[config.mk]
export PLATFORM = sky130hd
export DESIGN_NAME = pc_lut_loader_flat
export DESIGN_NICKNAME = d
export VERILOG_FILES = /design/src/rtl/pc_lut_pkg.sv /design/src/rtl/pc_lut_loader_if.sv /design/src/rtl/pc_lut_store.sv /design/src/rtl/pc_lut_loader.sv /design/src/flat_wrapper.sv
export SDC_FILE = /design/constraint.sdc
export NUM_CORES = 1
export LEC_CHECK = 0
export ABC_AREA = 1
export BUFFER_PORTS_ARGS = -buffer_cell sky130_fd_sc_hd__buf_2
export CAP_MARGIN = 15
export CORE_MARGIN = 2
export CORE_UTILIZATION = 67
export CTS_CLUSTER_DIAMETER = 150
export DETAILED_ROUTE_END_ITERATION = 8
export MAX_ROUTING_LAYER = met4
export PLACE_DENSITY = 0.83
export REMOVE_ABC_BUFFERS = 1
export SLEW_MARGIN = 20
export SYNTH_ARGS = -nofsm -noshare
export SYNTH_HDL_FRONTEND = slang
export SYNTH_HIERARCHICAL = 1
export SYNTH_SLANG_ARGS = --single-unit
[constraint.sdc]
create_clock -name clk -period 4.95 [get_ports clk]
set_input_delay 0.99 -clock clk [delete_from_list [all_inputs] [get_ports clk]]
set_output_delay 0.99 -clock clk [all_outputs]
set_load 0.02 [all_outputs]
[src/rtl/pc_lut_pkg.sv]
// rtl/pc_lut_pkg.sv - shared types and constants for the branch-target LUT loader
package pc_lut_pkg;

    localparam int LUT_DEPTH = 16;
    localparam int LUT_IDX_W = 4;
    localparam int REC_TGT_W = 12;

    typedef enum logic [1:0] {
        IDLE = 2'd0,
        HI   = 2'd1,
        LO   = 2'd2,
        DONE = 2'd3
    } loader_state_t;

endpackage

[src/rtl/pc_lut_loader_if.sv]
// rtl/pc_lut_loader_if.sv - byte-stream handshake carrying (index, target) records
interface pc_lut_loader_if;

    logic       in_valid;
    logic [7:0] in_data;
    logic       in_ready;

    modport master (output in_valid, output in_data, input in_ready);
    modport slave  (input in_valid, input in_data, output in_ready);

endinterface

[src/rtl/pc_lut_store.sv]
// rtl/pc_lut_store.sv - 16xD register file, synchronous write, asynchronous read
module pc_lut_store
    import pc_lut_pkg::*;
#(
    parameter int D = 12
) (
    input  logic                 clk,
    input  logic                 rst_n,
    input  logic                 clr_i,
    input  logic                 we_i,
    input  logic [LUT_IDX_W-1:0] waddr_i,
    input  logic [D-1:0]         wdata_i,
    input  logic [LUT_IDX_W-1:0] raddr_i,
    output logic [D-1:0]         rdata_o
);

    logic [D-1:0] mem_q [LUT_DEPTH];

    // Clear wins over a same-cycle write so an aborted load never leaves a stray entry.
    always_ff @(posedge clk or negedge rst_n) begin
        if (!rst_n) begin
            for (int i = 0; i < LUT_DEPTH; i++) mem_q[i] <= '0;
        end else if (clr_i) begin
            for (int i = 0; i < LUT_DEPTH; i++) mem_q[i] <= '0;
        end else if (we_i) begin
            mem_q[waddr_i] <= wdata_i;
        end
    end

    assign rdata_o = mem_q[raddr_i];

endmodule

[src/rtl/pc_lut_loader.sv]
// rtl/pc_lut_loader.sv - decodes two-byte records from a byte stream into the branch-target LUT
module pc_lut_loader
    import pc_lut_pkg::*;
#(
    parameter int D         = 12,
    parameter int N_ENTRIES = 16
) (
    input  logic                 clk,
    input  logic                 rst_n,
    input  logic                 start,
    pc_lut_loader_if.slave       in_if,
    input  logic [LUT_IDX_W-1:0] addr,
    output logic [D-1:0]         target,
    output logic                 loaded,
    output logic                 busy,
    output logic                 dup_err
);

    loader_state_t            state_q, state_d;
    logic [LUT_IDX_W-1:0]     idx_q;
    logic [3:0]               hi_q;
    logic [4:0]               count_q;
    logic [LUT_DEPTH-1:0]     bitmap_q;
    logic                     dup_q;
    logic                     ready;
    logic                     xfer;
    logic                     wr_en;
    logic [REC_TGT_W-1:0]     rec_tgt;

    // start outranks any byte offered in the same cycle.
    assign xfer    = in_if.in_valid && ready && !start;
    assign wr_en   = xfer && (state_q == LO);
    assign rec_tgt = {hi_q, in_if.in_data};

    always_ff @(posedge clk or negedge rst_n) begin
        if (!rst_n) state_q <= IDLE;
        else        state_q <= state_d;
    end

    always_comb begin
        state_d = state_q;
        if (start) begin
            state_d = HI;
        end else begin
            case (state_q)
                HI:      if (xfer) state_d = LO;
                LO:      if (xfer) state_d = (count_q == 5'(N_ENTRIES - 1)) ? DONE : HI;
                default: state_d = state_q;
            endcase
        end
    end

    always_comb begin
        ready  = (state_q == HI) || (state_q == LO);
        busy   = ready;
        loaded = (state_q == DONE);
    end

    always_ff @(posedge clk or negedge rst_n) begin
        if (!rst_n) begin
            idx_q    <= '0;
            hi_q     <= '0;
            count_q  <= '0;
            bitmap_q <= '0;
            dup_q    <= 1'b0;
        end else if (start) begin
            count_q  <= '0;
            bitmap_q <= '0;
            dup_q    <= 1'b0;
        end else if (xfer && state_q == HI) begin
            idx_q <= in_if.in_data[7:4];
            hi_q  <= in_if.in_data[3:0];
        end else if (wr_en) begin
            bitmap_q[idx_q] <= 1'b1;
            if (bitmap_q[idx_q]) dup_q <= 1'b1;
            count_q <= count_q + 5'd1;
        end
    end

    assign in_if.in_ready = ready;
    assign dup_err        = dup_q;

    pc_lut_store #(.D(D)) u_store (
        .clk     (clk),
        .rst_n   (rst_n),
        .clr_i   (start),
        .we_i    (wr_en),
        .waddr_i (idx_q),
        .wdata_i (rec_tgt[D-1:0]),
        .raddr_i (addr),
        .rdata_o (target)
    );

endmodule

[src/flat_wrapper.sv]
// flat-port wrapper written by rule: the top's interface ports become plain ports
module pc_lut_loader_flat import pc_lut_pkg::*;
#(
    parameter int D         = 12,
    parameter int N_ENTRIES = 16
)
  (clk, rst_n, start, addr, target, loaded, busy, dup_err, in_if_in_valid, in_if_in_data, in_if_in_ready);
  pc_lut_loader_if in_if_i ();
  input  logic clk;
  input  logic rst_n;
  input  logic start;
  input  logic [LUT_IDX_W-1:0] addr;
  output logic [D-1:0] target;
  output logic loaded;
  output logic busy;
  output logic dup_err;
  input wire logic [$bits(in_if_i.in_valid)-1:0] in_if_in_valid;
  input wire logic [$bits(in_if_i.in_data)-1:0] in_if_in_data;
  output wire logic [$bits(in_if_i.in_ready)-1:0] in_if_in_ready;
  assign in_if_i.in_valid = in_if_in_valid;
  assign in_if_i.in_data = in_if_in_data;
  assign in_if_in_ready = in_if_i.in_ready;
  pc_lut_loader #(.D(D), .N_ENTRIES(N_ENTRIES)) u_core (.clk(clk), .rst_n(rst_n), .start(start), .in_if(in_if_i), .addr(addr), .target(target), .loaded(loaded), .busy(busy), .dup_err(dup_err));
endmodule
======== Word-level counts from Yosys, hierarchy flattened ========
Index checks and enable logic that the tools add are counted.
Widths: inputs -> output; s select.
operators by class
  add/subtract/negate cells ............... 1
  $lt $le $gt $ge ......................... 5
  eq/ne operators ......................... 7
  muxes and demuxes ....................... 27
  bitwise logic cells ..................... 4
  reduce and logical (&&, ||, !) cells .... 15
operator list
  operator             number
  $mux 192             2
  $bwmux 192           1
  $bmux 12 s4          1
  $demux 12 s4         1
  $mux 16              3
  $mux 12              3
  $or 16x16->16        1
  $mux 5               3
  $ge 5x5->1 const B   2
  $not 4->5            2
  $mux 2               4
  $logic_and 1x1->1    6
  $mux 1               6
  $ne 3x2->1 const B   2
  $reduce_and 3->1     2
  $add 5x1->5 const B  1
  $eq 5x4->1 const B   1
  $lt 4x5->1 const B   1
  $lt 5x1->1 const B   1
  $bmux 1 s4           1
  $demux 1 s4          1
  $eq 2x2->1 const B   2
  $ge 4x1->1 const B   1
  $pmux 2 s2           1
  other kinds (8)      10
storage, ports and cells
  register bits ........................... 224
  input port bits ......................... 16
  output and inout port bits .............. 16
  word-level logic and storage cells ...... 81

======== Longest topological paths before layout ========
Gate-level depths: netlist (run 1).
  depth in word-level cells ............... 8
  mapped depth ............................ 11
  mapped depth without buffers ............ 10

======== By module ========
The synthesis (run 1) kept the hierarchy.
modules (own cells, without submodules)
  module         instances  cells an instance  area each (µm²)  seq. area each (µm²)
  pc_lut_store   1          1,111              9,137.5          4,804.6
  pc_lut_loader  1          213                1,679.1          800.8

======== Least setup slack after synthesis (run 1) ========
Ideal clock, no wire load.
  path kind ............................... input port to output port
  from .................................... input addr[0]
  to ...................................... output target[3]
  arrival time ............................ 1.835 ns
  data required time ...................... 3.960 ns
  path slack .............................. 2.125 ns
  cell stages on the path ................. 8
  path buffers ............................ 3
  path through ............................ buf_4 > buf_6 > buf_4 > nand2_1 > nand3_1 > nand3_1 > nand3_1 > nand2_1
between the ends
  word-level cells in the longest chain between the ends .. 4
RTL lines
  what                                         RTL line            source
  from (decl)                                  flat_wrapper.sv:12  input logic [LUT_IDX_W-1:0] addr;
  $not 4->5 (implied by the code)              pc_lut_store.sv:30  assign rdata_o = mem_q[raddr_i];
  $bmux 12 s4                                  pc_lut_store.sv:30
  $mux 12 (implied by the code) (2 in series)  pc_lut_store.sv:30
  to (decl)                                    flat_wrapper.sv:13  output logic [D-1:0] target;
No other way between the ends. The select of a mux whose other input is x is not followed.

======== Final worst setup path (run 1) ========
  from .................................... input addr[0]
  to ...................................... output target[4]
The elaborated chain is that of the path after synthesis.

==> results.ini, run 1 <==
[status]
run_status=finished, final reports clean

[critical_path]
worst_setup_path_end_kind=output pin
crit_type=input pin to output pin
crit_chain=buf_2 -> buf_4 -> nand2_1 -> nand3_1 -> nand3_1 -> nand3_1 -> nand2_1 -> buf_2
critPathLaunchType=input pin
rrSetupSlack_ps=2150
critical_path.max_stage_delay_ps=790
crit_fanout=96
critPathMostFrequentCell=nand3_1
rr_endpoint=u_core/u_store/mem_q[30]
cp_slowest_cell=buf_4
rr_worst_depth=9
cp.arrival_ps=2790
crit_path_end=target[4]
worstPathRequired_ps=3960
reg2reg_from=u_core/state_q[0]
startpoint=addr[0]

[route]
vias=9661
viasPerCell=6.36
drtAntennaViolNets=0
drt_iter0_drc=1664
drc_errors=0
drtPass1Iterations=6
routedWlPerCell_um=19.8
drt_wl_total_mm=30.0

[cts]
clk_latency_ps=510
cts_tree=built
post_cts_buffers=0
ctsHoldBuffers=0
cts_root_buffer=clkbuf_16
cts_num_sinks=224
clk_pin_slew_ps=60
clock_path_buffers=3
cts_htree_levels=1
cts_buffers=23
cts_resized=0

[placed_design]
place_area_um2=10800
dp_hpwl_mm=18.2
place_ws_ps=1260
gp_congestion=0.960
io_buffers=31

[floorplan]
die_h_um=131
initial_core_util=0.683
io_pins=32
placementRows=46
die_area_um2=17200
core_area_um2=15800
die_w_um=131

[sta]
setup_tns_ps=0
worst_slack_ps=1170
max_freq_ghz=0.265
period_needed_ps=3780
holdWs_ps=469
final-setup-viol-count=0
worstMarginPinSlew_ps=1070
finalClockSkew_ps=10.4
period_share=0.763
hold_viol_final=0
rsz0062_at_grt=false
slew_headroom=0.285
maxSlewViolCount=0

[global_routing]
grt_pass1_wl_mm=47.9
antenna_found_initial=0
grt_max_degree=127
grt_use_total=0.373
overflow=0
grt_pass1_vias=9224

[pwr]
p_total_uw=4410
powerDensity_nw_per_um2=383
ir_worst_vdd_mv=0.340
power_leakage_uw=0.00562

[synth]
syn_inst=1324
syn_avg_cell_area_um2=8.17
syn_area_um2=10800
synth_seq_area_share=0.518
synth-seq-cells=224
ys_types=23
yosys_warnings=6

[layout]
area_growth_pct=6.45
nets=1311
nFillCells=1186
multi_input_area_um2=3740
regArea_um2=5610
n_antenna_cell=0
drive_above_1_share=0.0690
fin_area_um2=11500

[worst_hold_path]
hp-class=flip-flop to flip-flop

[run]
cap_viol_max_count=0

## worst min-delay path by stage
stage | start | cells after the start | endpoint | slack [ps]
2_1_floorplan | u_core/hi_q[0] | 2 | u_core/hi_q[0] | 440
3_3_place_gp | u_core/hi_q[2] | 2 | u_core/hi_q[2] | 460
3_5_place_dp | u_core/hi_q[0] | 2 | u_core/hi_q[0] | 460
4_1_cts | u_core/hi_q[0] | 2 | u_core/hi_q[0] | 470
5_1_grt | u_core/dup_err | 2 | u_core/dup_err | 510
6_report | u_core/hi_q[0] | 2 | u_core/hi_q[0] | 470
## power by group
part	switching (uW)	internal, uW
logic	540	162
registers	82.6	1890
clock network	692	1040
total	1320	3090
## metal layers
| layer | GRT usage | up-vias | wire length (um) |
|---|---|---|---|
| li1 | - | 4247 | - |
| met4 | 0.196 | 0 | 1730 |
| met2 | 0.518 | 739 | 12900 |
| met1 | 0.522 | 4528 | 12000 |
| met5 | - | - | 0 |
| met3 | 0.0747 | 147 | 3420 |
## sequential cells by signal, indices dropped and copies added (netlist names)
signal / count
u_core/bitmap_q: 16
u_core/dup_err: 1
u_core/idx_q: 4
u_core/u_store/mem_q: 192
u_core/state_q: 2
u_core/count_q: 5
u_core/hi_q: 4
## logic make-up (layout without fill, tap and decap cells)
family,Yosys count,count (layout),share of synthesized area
compound gates,226,226,0.127
flops,224,224,0.518
fa+ha+maj,5,5,0.00578
simple gates,532,532,0.213
buf+inv,337,317,0.136
## cells in the mapped netlist
cell type	n	area (um2)
nand2_1	311	1170
inv_1	237	890
dfrtp_1	224	5610
o22ai_1	194	1210
nand3_1	172	861
buf_2	54	270
a21oi_1	19	95.1
nor2_1	18	67.6
nand4_1	16	100
buf_4	14	105
o21ai_0	13	65.1
buf_6	11	124
clkbuf_1	11	41.3
nand2_2	10	62.6
buf_1	6	22.5
ha_1	5	62.6
inv_2	2	7.51
nor2_4	2	22.5
clkbuf_2	1	5.00
inv_4	1	6.26
nand2_4	1	11.3
nor2_2	1	6.26
nor3_1	1	5.00
## cells in the final DEF, fill, tap and decap left out, types with 2 or more instances in the layout
master     instances
nand3_1          172
nand4_1           16
nand2_1          311
inv_2              2
dfrtp_1          224
nand2_2           10
buf_4              5
buf_12             2
o21ai_0           13
clkinv_2           4
clkbuf_8           6
clkbuf_1           4
buf_2             30
bufinv_16          2
clkbuf_16         23
nor2_4             2
inv_1            237
ha_1               5
a21oi_1           19
o22ai_1          194
nor2_1            18
## per-stage QoR
stage               std cells  utilization
floorplan                1227            -
global placement         1481        0.680
detailed placement       1481        0.680
CTS                      1520        0.728
global route             1520        0.728
finish                   1520        0.728
## critical path, delay by kind of cell
kind | cells | cell delay [ps]
and+or+nand+nor | 5 | 690
buffers and inverters | 3 | 1050
## cell type report
class                           instances  share of cell area
Sequential cell                       224               0.487
Clock inverter                          6             0.00695
Inverter                              240              0.0785
Multi-Input combinational cell        763               0.325
Clock buffer                           33              0.0585
Tap cell                              216              0.0235
Timing Repair Buffer                   38              0.0211
No activity file was read; power rests on OpenSTA's default activity.
==> run 2: changes to the inputs <==
--- a/config.mk
+++ b/config.mk
@@ -5,15 +5,15 @@
 export SDC_FILE = /design/constraint.sdc
 export NUM_CORES = 1
 export LEC_CHECK = 0
-export ABC_AREA = 1
+export ABC_AREA = 0
 export BUFFER_PORTS_ARGS = -buffer_cell sky130_fd_sc_hd__buf_2
 export CAP_MARGIN = 15
 export CORE_MARGIN = 2
-export CORE_UTILIZATION = 67
+export CORE_UTILIZATION = 63
 export CTS_CLUSTER_DIAMETER = 150
 export DETAILED_ROUTE_END_ITERATION = 8
 export MAX_ROUTING_LAYER = met4
-export PLACE_DENSITY = 0.83
+export PLACE_DENSITY = 0.78
 export REMOVE_ABC_BUFFERS = 1
 export SLEW_MARGIN = 20
 export SYNTH_ARGS = -nofsm -noshare
==> constraint.sdc (replaced) <==
create_clock -name clk -period 3.6 [get_ports clk]
set_input_delay 0.72 -clock clk [delete_from_list [all_inputs] [get_ports clk]]
set_output_delay 0.72 -clock clk [all_outputs]
set_load 0.02 [all_outputs]
==> run 2 against run 1 <==
- critical path type unchanged
- register-to-register slack worse by 1400 ps
- critical path depth decreased by 2
- non-clock buffer count grew 22
- first-iteration DRC count decreased by 26%
- hold slack worse by 240 ps
- combinational power grew 110%
- critical endpoint is now target[11]
- largest power group is now the clock network
- power is 63% higher
- global-route usage down 3.7 points
- clock skew increased by 0.51 ps
==> results.ini, run 2 <==
[sta]
holdWs_ps=233  ; -236 ps
finalClockSkew_ps=10.9  ; +0.513 ps
hold_viol_final=0  ; unchanged
period_share=0.867
rsz0062_at_grt=false
final-setup-viol-count=0  ; unchanged
worstMarginPinSlew_ps=1150  ; +72.9 ps
maxSlewViolCount=0  ; unchanged
period_needed_ps=3120
slew_headroom=0.236  ; -0.0486
max_freq_ghz=0.321
setup_tns_ps=0  ; unchanged

[cts]
cts_buffers=25  ; +8.7%
clk_pin_slew_ps=60  ; about the same
cts_resized=0  ; unchanged
clk_latency_ps=530  ; +20 ps
post_cts_buffers=0  ; unchanged
cts_htree_levels=1  ; unchanged
cts_num_sinks=224  ; unchanged
ctsHoldBuffers=0  ; unchanged
clock_path_buffers=3  ; unchanged
cts_root_buffer=clkbuf_16
cts_tree=built

[route]
drtAntennaViolNets=0  ; unchanged
drt_iter0_drc=1232  ; -26%
viasPerCell=7.18  ; +13%
drt_wl_total_mm=31.4  ; +4.4%
routedWlPerCell_um=23.8  ; +20%
drc_errors=0  ; unchanged
vias=9468  ; -2.0%
drtPass1Iterations=5  ; -1

[layout]
nets=1092  ; -17%
largest_register_ffs=192  ; unchanged
layout_common_cells=224 x dfrtp_1, 196 x nand3_1, 195 x a21oi_1, 140 x o21ai_0, 54 x o21ai_1
area_growth_pct=9.45
fin_area_um2=12400  ; +7.8%
top_register=u_core/u_store/mem_q
finish.utilization=0.696  ; -0.0315
top_regs=u_core/u_store/mem_q: 192 flops, u_core/bitmap_q: 16 flops, u_core/count_q: 5 flops
n_antenna_cell=0  ; unchanged
nFillCells=1300  ; +9.6%
drive_above_1_share=0.154  ; +0.0851
final_common_cell=dfrtp_1

[floorplan]
placementRows=49  ; +6.5%
die_area_um2=19100  ; +11%
initial_core_util=0.636  ; -0.0475
die_w_um=138  ; +5.4%
io_pins=32  ; unchanged
die_h_um=138  ; +5.4%
core_area_um2=17800  ; +13%

[synth]
async_flop_share=1.00  ; unchanged
yosysMostFrequentCell=dfrtp_1
syn_inst=1131  ; -15%
yosys_warnings=6  ; unchanged
syn_area_um2=11300  ; +4.9%
synth_seq_area_share=0.494  ; -0.0241
synth_top_area_frac=0.494  ; -0.0241
ys_top_cells_by_area=dfrtp_1 49%, nand3_1 8.6%, a21oi_1 8.6%
ys_types=44  ; +91%
syn_avg_cell_area_um2=10.0  ; +23%
synth_top_area_cell=dfrtp_1
synth-seq-cells=224  ; unchanged
synth-edff-count=0  ; unchanged
synth_common_cells=224 x dfrtp_1, 196 x nand3_1, 195 x a21oi_1, 140 x o21ai_0, 89 x clkbuf_1
ys.flop_type=dfrtp_1

[critical_path]
reg2reg_from=u_core/state_q[0]
worst_setup_path_end_kind=output pin
crit_type=input pin to output pin
worstPathRequired_ps=2880  ; -1080 ps
cp_slowest_cell=mux4_1
critical_path.max_stage_delay_ps=570  ; -220 ps
crit_fanout=18  ; -81%
startpoint=addr[0]
cp.buffers_inverters=3  ; unchanged
critical-path-top-delay-family=buffers and inverters
cp.arrival_ps=2400  ; -390 ps
crit_chain=buf_4 -> buf_12 -> mux4_1 -> a22oi_1 -> nand2_1 -> buf_2
critPathLaunchType=input pin

[pwr]
power_leakage_uw=0.00506  ; -10%
ir_worst_vdd_mv=0.516  ; +52%
powerDensity_nw_per_um2=578  ; +51%
p_total_uw=7180  ; +63%

[global_routing]
grt_use_total=0.335  ; -0.0373
overflow=0  ; unchanged
grt_pass1_vias=9271  ; +0.51%
grt_max_degree=199  ; +57%
grt_pass1_wl_mm=50.2  ; +4.9%
antenna_found_initial=0  ; unchanged

[placed_design]
dp_hpwl_mm=15.5  ; -15%
place_area_um2=11500  ; +6.6%
io_buffers=31  ; unchanged
gp_congestion=0.804  ; -16%

[status]
run_status=finished, final reports clean

[run]
cap_viol_max_count=0  ; unchanged

[worst_hold_path]
hp-class=input pin to asynchronous set/reset pin

[run 2: changes by cell type after synthesis, sizes merged, moves of 38 or more]
cell,delta
o22ai,-194
clkbuf,+88
a21oi,+176
inv,-234
o21ai,+181
nand2,-304
mux4,+52
buf,-38
[run 2: metrics by stage]
step / setup slack (ps) / cells
after floorplan: 526 / 984
after global placement: 544 / 1273
after detailed placement: 527 / 1273
after CTS: 505 / 1319
after global routing: 393 / 1319
final: 480 / 1319
[run 2: cell type report]
type / count / area [um2] / area share
Clock buffer: 32 / 712 / 0.0573
Clock inverter: 14 / 229 / 0.0184
Inverter: 6 / 22.5 / 0.00181
Multi-Input combinational cell: 754 / 5080 / 0.409
Sequential cell: 224 / 5610 / 0.451
Tap cell: 229 / 287 / 0.0231
Timing Repair Buffer: 60 / 479 / 0.0386
[run 2: final timing paths]
| path | endpoint | slack [ps] | depth (start not counted) |
|---|---|---|---|
| max | target[11] | 480 | 6 |
| max reg2reg | u_core/u_store/mem_q[101] | 750 | 8 |
| min reg2reg | u_core/bitmap_q[14] | 490 | 1 |
| min | u_core/bitmap_q[13] | 230 | 1 |
| max in group asynchronous | u_core/u_store/mem_q[38] | 2520 | 2 |
| min in group clk | u_core/bitmap_q[14] | 490 | 1 |
[run 2: power breakdown]
part / internal [uW] / total (uW) / leakage [uW] / switching (uW)
logic: 310 / 1490 / 0.00148 / 1180
clock network: 1820 / 2870 / 0.000462 / 1040
registers: 2570 / 2820 / 0.00311 / 248
total: 4710 / 7180 / 0.00506 / 2470
[run 2: cells by family after synthesis]
kind of cell               share of synthesized area
AOI/OAI and AO/OA                              0.202
xor gates and xnor gates                    0.000772
adders and majority gates                    0.00551
buffers and inverters                         0.0618
DFF                                            0.494
muxes                                          0.118
and+or+nand+nor                                0.118
[run 2: layer usage]
metal  vias to the layer above  track usage  routed length, um
li1                       4056            -                  -
met1                      4756        0.450              12100
met2                       555        0.522              15200
met3                       101       0.0540               2960
met4                         0        0.132               1110
met5                         -            -                  0
==> run 3: changes to the inputs <==
--- a/config.mk
+++ b/config.mk
@@ -14,7 +14,6 @@
 export DETAILED_ROUTE_END_ITERATION = 8
 export MAX_ROUTING_LAYER = met4
 export PLACE_DENSITY = 0.78
-export REMOVE_ABC_BUFFERS = 1
 export SLEW_MARGIN = 20
 export SYNTH_ARGS = -nofsm -noshare
 export SYNTH_HDL_FRONTEND = slang
==> run 3 against run 2 <==
- critical path depth did not move
- global-route usage rose by 0.097 points
- fmax rose by 4.9%
- setup slack improved by 150 ps
- critical path type unchanged
- largest power group is now sequential cells
==> results.ini, run 3 (synthesis results as in run 2) <==
[status]
run_status=finished, final reports clean

[synth]
syn_nets=1152

[route]
vias=9470  ; +0.021%
route.met3.wl_mm=3.07  ; +3.5%
highest_layer=met4
met2_length_mm=15.1  ; -0.53%
drt_wl_total_mm=31.1  ; -0.76%
drc_errors=0  ; unchanged
viasPerCell=7.17  ; about the same
drtAntennaViolNets=0  ; unchanged
wl_met1_mm=12.0  ; -0.87%
drtPass1Iterations=6  ; +1
routedWlPerCell_um=23.6  ; -0.83%
drt_iter0_drc=1098  ; -11%

[layout]
nets=1095  ; +0.27%
drive_above_1_share=0.151  ; -0.00289
final_common_cell=dfrtp_1
top_regs=u_core/u_store/mem_q: 192 flops, u_core/bitmap_q: 16 flops, u_core/count_q: 5 flops
finalNonFillerCells=1320  ; +0.076%
layout_common_cells=224 x dfrtp_1, 196 x nand3_1, 195 x a21oi_1, 140 x o21ai_0, 54 x o21ai_1
largest_register_ffs=192  ; unchanged
n_antenna_cell=0  ; unchanged
area_growth_pct=8.10
top_register=u_core/u_store/mem_q

[sta]
final-setup-viol-count=0  ; unchanged
slew_headroom=0.486  ; +0.250
rsz0062_at_grt=false
period_needed_ps=2970  ; -145 ps
max_freq_ghz=0.336  ; +4.9%
hold_viol_final=0  ; unchanged
setup_tns_ps=0  ; unchanged
finalClockSkew_ps=11.2  ; +0.299 ps
maxSlewViolCount=0  ; unchanged
worstMarginPinSlew_ps=771  ; -375 ps
holdWs_ps=152  ; -80.6 ps
period_share=0.826  ; -0.0404

[floorplan]
initial_core_util=0.636  ; unchanged
die_w_um=138  ; unchanged
die_h_um=138  ; unchanged
core_area_um2=17800  ; unchanged
placementRows=49  ; unchanged
die_area_um2=19100  ; unchanged
io_pins=32  ; unchanged

[global_routing]
grt_max_degree=152  ; -24%
overflow=0  ; unchanged
antenna_found_initial=0  ; unchanged
grt_pass1_wl_mm=50.9  ; +1.3%
grt_pass1_vias=9388  ; +1.3%
grt_use_total=0.336  ; +0.000970

[cts]
ctsHoldBuffers=0  ; unchanged
clk_latency_ps=520  ; about the same
post_cts_buffers=0  ; unchanged
clk_pin_slew_ps=60  ; about the same
cts_resized=0  ; unchanged
cts_root_buffer=clkbuf_16
cts_htree_levels=1  ; unchanged
clock_path_buffers=3  ; unchanged
cts_buffers=24  ; -4.0%
cts_tree=built
cts_num_sinks=224  ; unchanged

[critical_path]
reg2reg_from=u_core/state_q[0]
crit_path_end=target[0]
rrSetupSlack_ps=860  ; +110 ps
cp.arrival_ps=2250  ; -150 ps
startpoint=addr[0]
worstPathRequired_ps=2880  ; about the same
critPathLaunchType=input pin
worst_setup_path_end_kind=output pin
rr_worst_depth=8  ; unchanged
crit_type=input pin to output pin
crit_fanout=35  ; +17
rr_endpoint=u_core/u_store/mem_q[59]

[worst_hold_path]
hp-class=input pin to asynchronous set/reset pin

[pwr]
powerDensity_nw_per_um2=550  ; -4.8%
ir_worst_vdd_mv=0.589  ; +14%
p_total_uw=6740  ; -6.0%
power_leakage_uw=0.00498  ; -1.4%

[placed_design]
dp_hpwl_mm=17.0  ; +9.7%
gp_congestion=0.795  ; -1.1%
dpl.cell_count=1277  ; +0.31%
io_buffers=31  ; unchanged

[run]
cap_viol_max_count=0  ; unchanged

-- run 3: cell count changes in the layout (fill, tap and decap cells not counted), sizes merged --
cell    previous run  this run
inv                7         6
clkinv             5         7
bufinv             6         1
clkbuf            32        33
buf               60        64
-- run 3: how the worst min path moves through the flow --
stage | slack, ps | to | cells past startpoint
5_1_grt | 170 | u_core/u_store/mem_q[175] | 1
4_1_cts | 170 | u_core/u_store/mem_q[63] | 1
2_1_floorplan | 420 | u_core/bitmap_q[0] | 0
6_report | 150 | u_core/u_store/mem_q[19] | 1
3_5_place_dp | 470 | u_core/bitmap_q[12] | 1
3_3_place_gp | 470 | u_core/bitmap_q[9] | 1
-- run 3: routing by layer --
metal  vias to the layer above  global-route usage
met1                      4717               0.459
met5                         -                   -
met2                       595               0.525
li1                       4071                   -
met4                         0               0.122
met3                        87              0.0471
-- run 3: cell type report --
type	instances	area, um2
Multi-Input combinational cell	754	5080
Clock inverter	10	91.3
Inverter	6	22.5
Tap cell	229	287
Fill cell	1308	5580
Sequential cell	224	5610
Clock buffer	33	684
Timing Repair Buffer	64	497
-- run 3: critical path: stages --
cell and delay (ps):
buf_4 100, buf_12 270, mux4_1 590, a22oi_1 230, nand2_1 140, buf_2 190
-- run 3: metrics by stage --
stage	area, um2	worst slack (ps)	util
floorplan	11300	1020	-
global placement	11500	650	0.644
detailed placement	11500	634	0.644
CTS	12300	630	0.687
global route	12300	555	0.687
finish	12300	625	0.687
-- run 3: power breakdown --
part           internal (uW)  switching (uW)
clock network           1400            1010
logic                    340            1180
registers               2570             242
total                   4310            2430
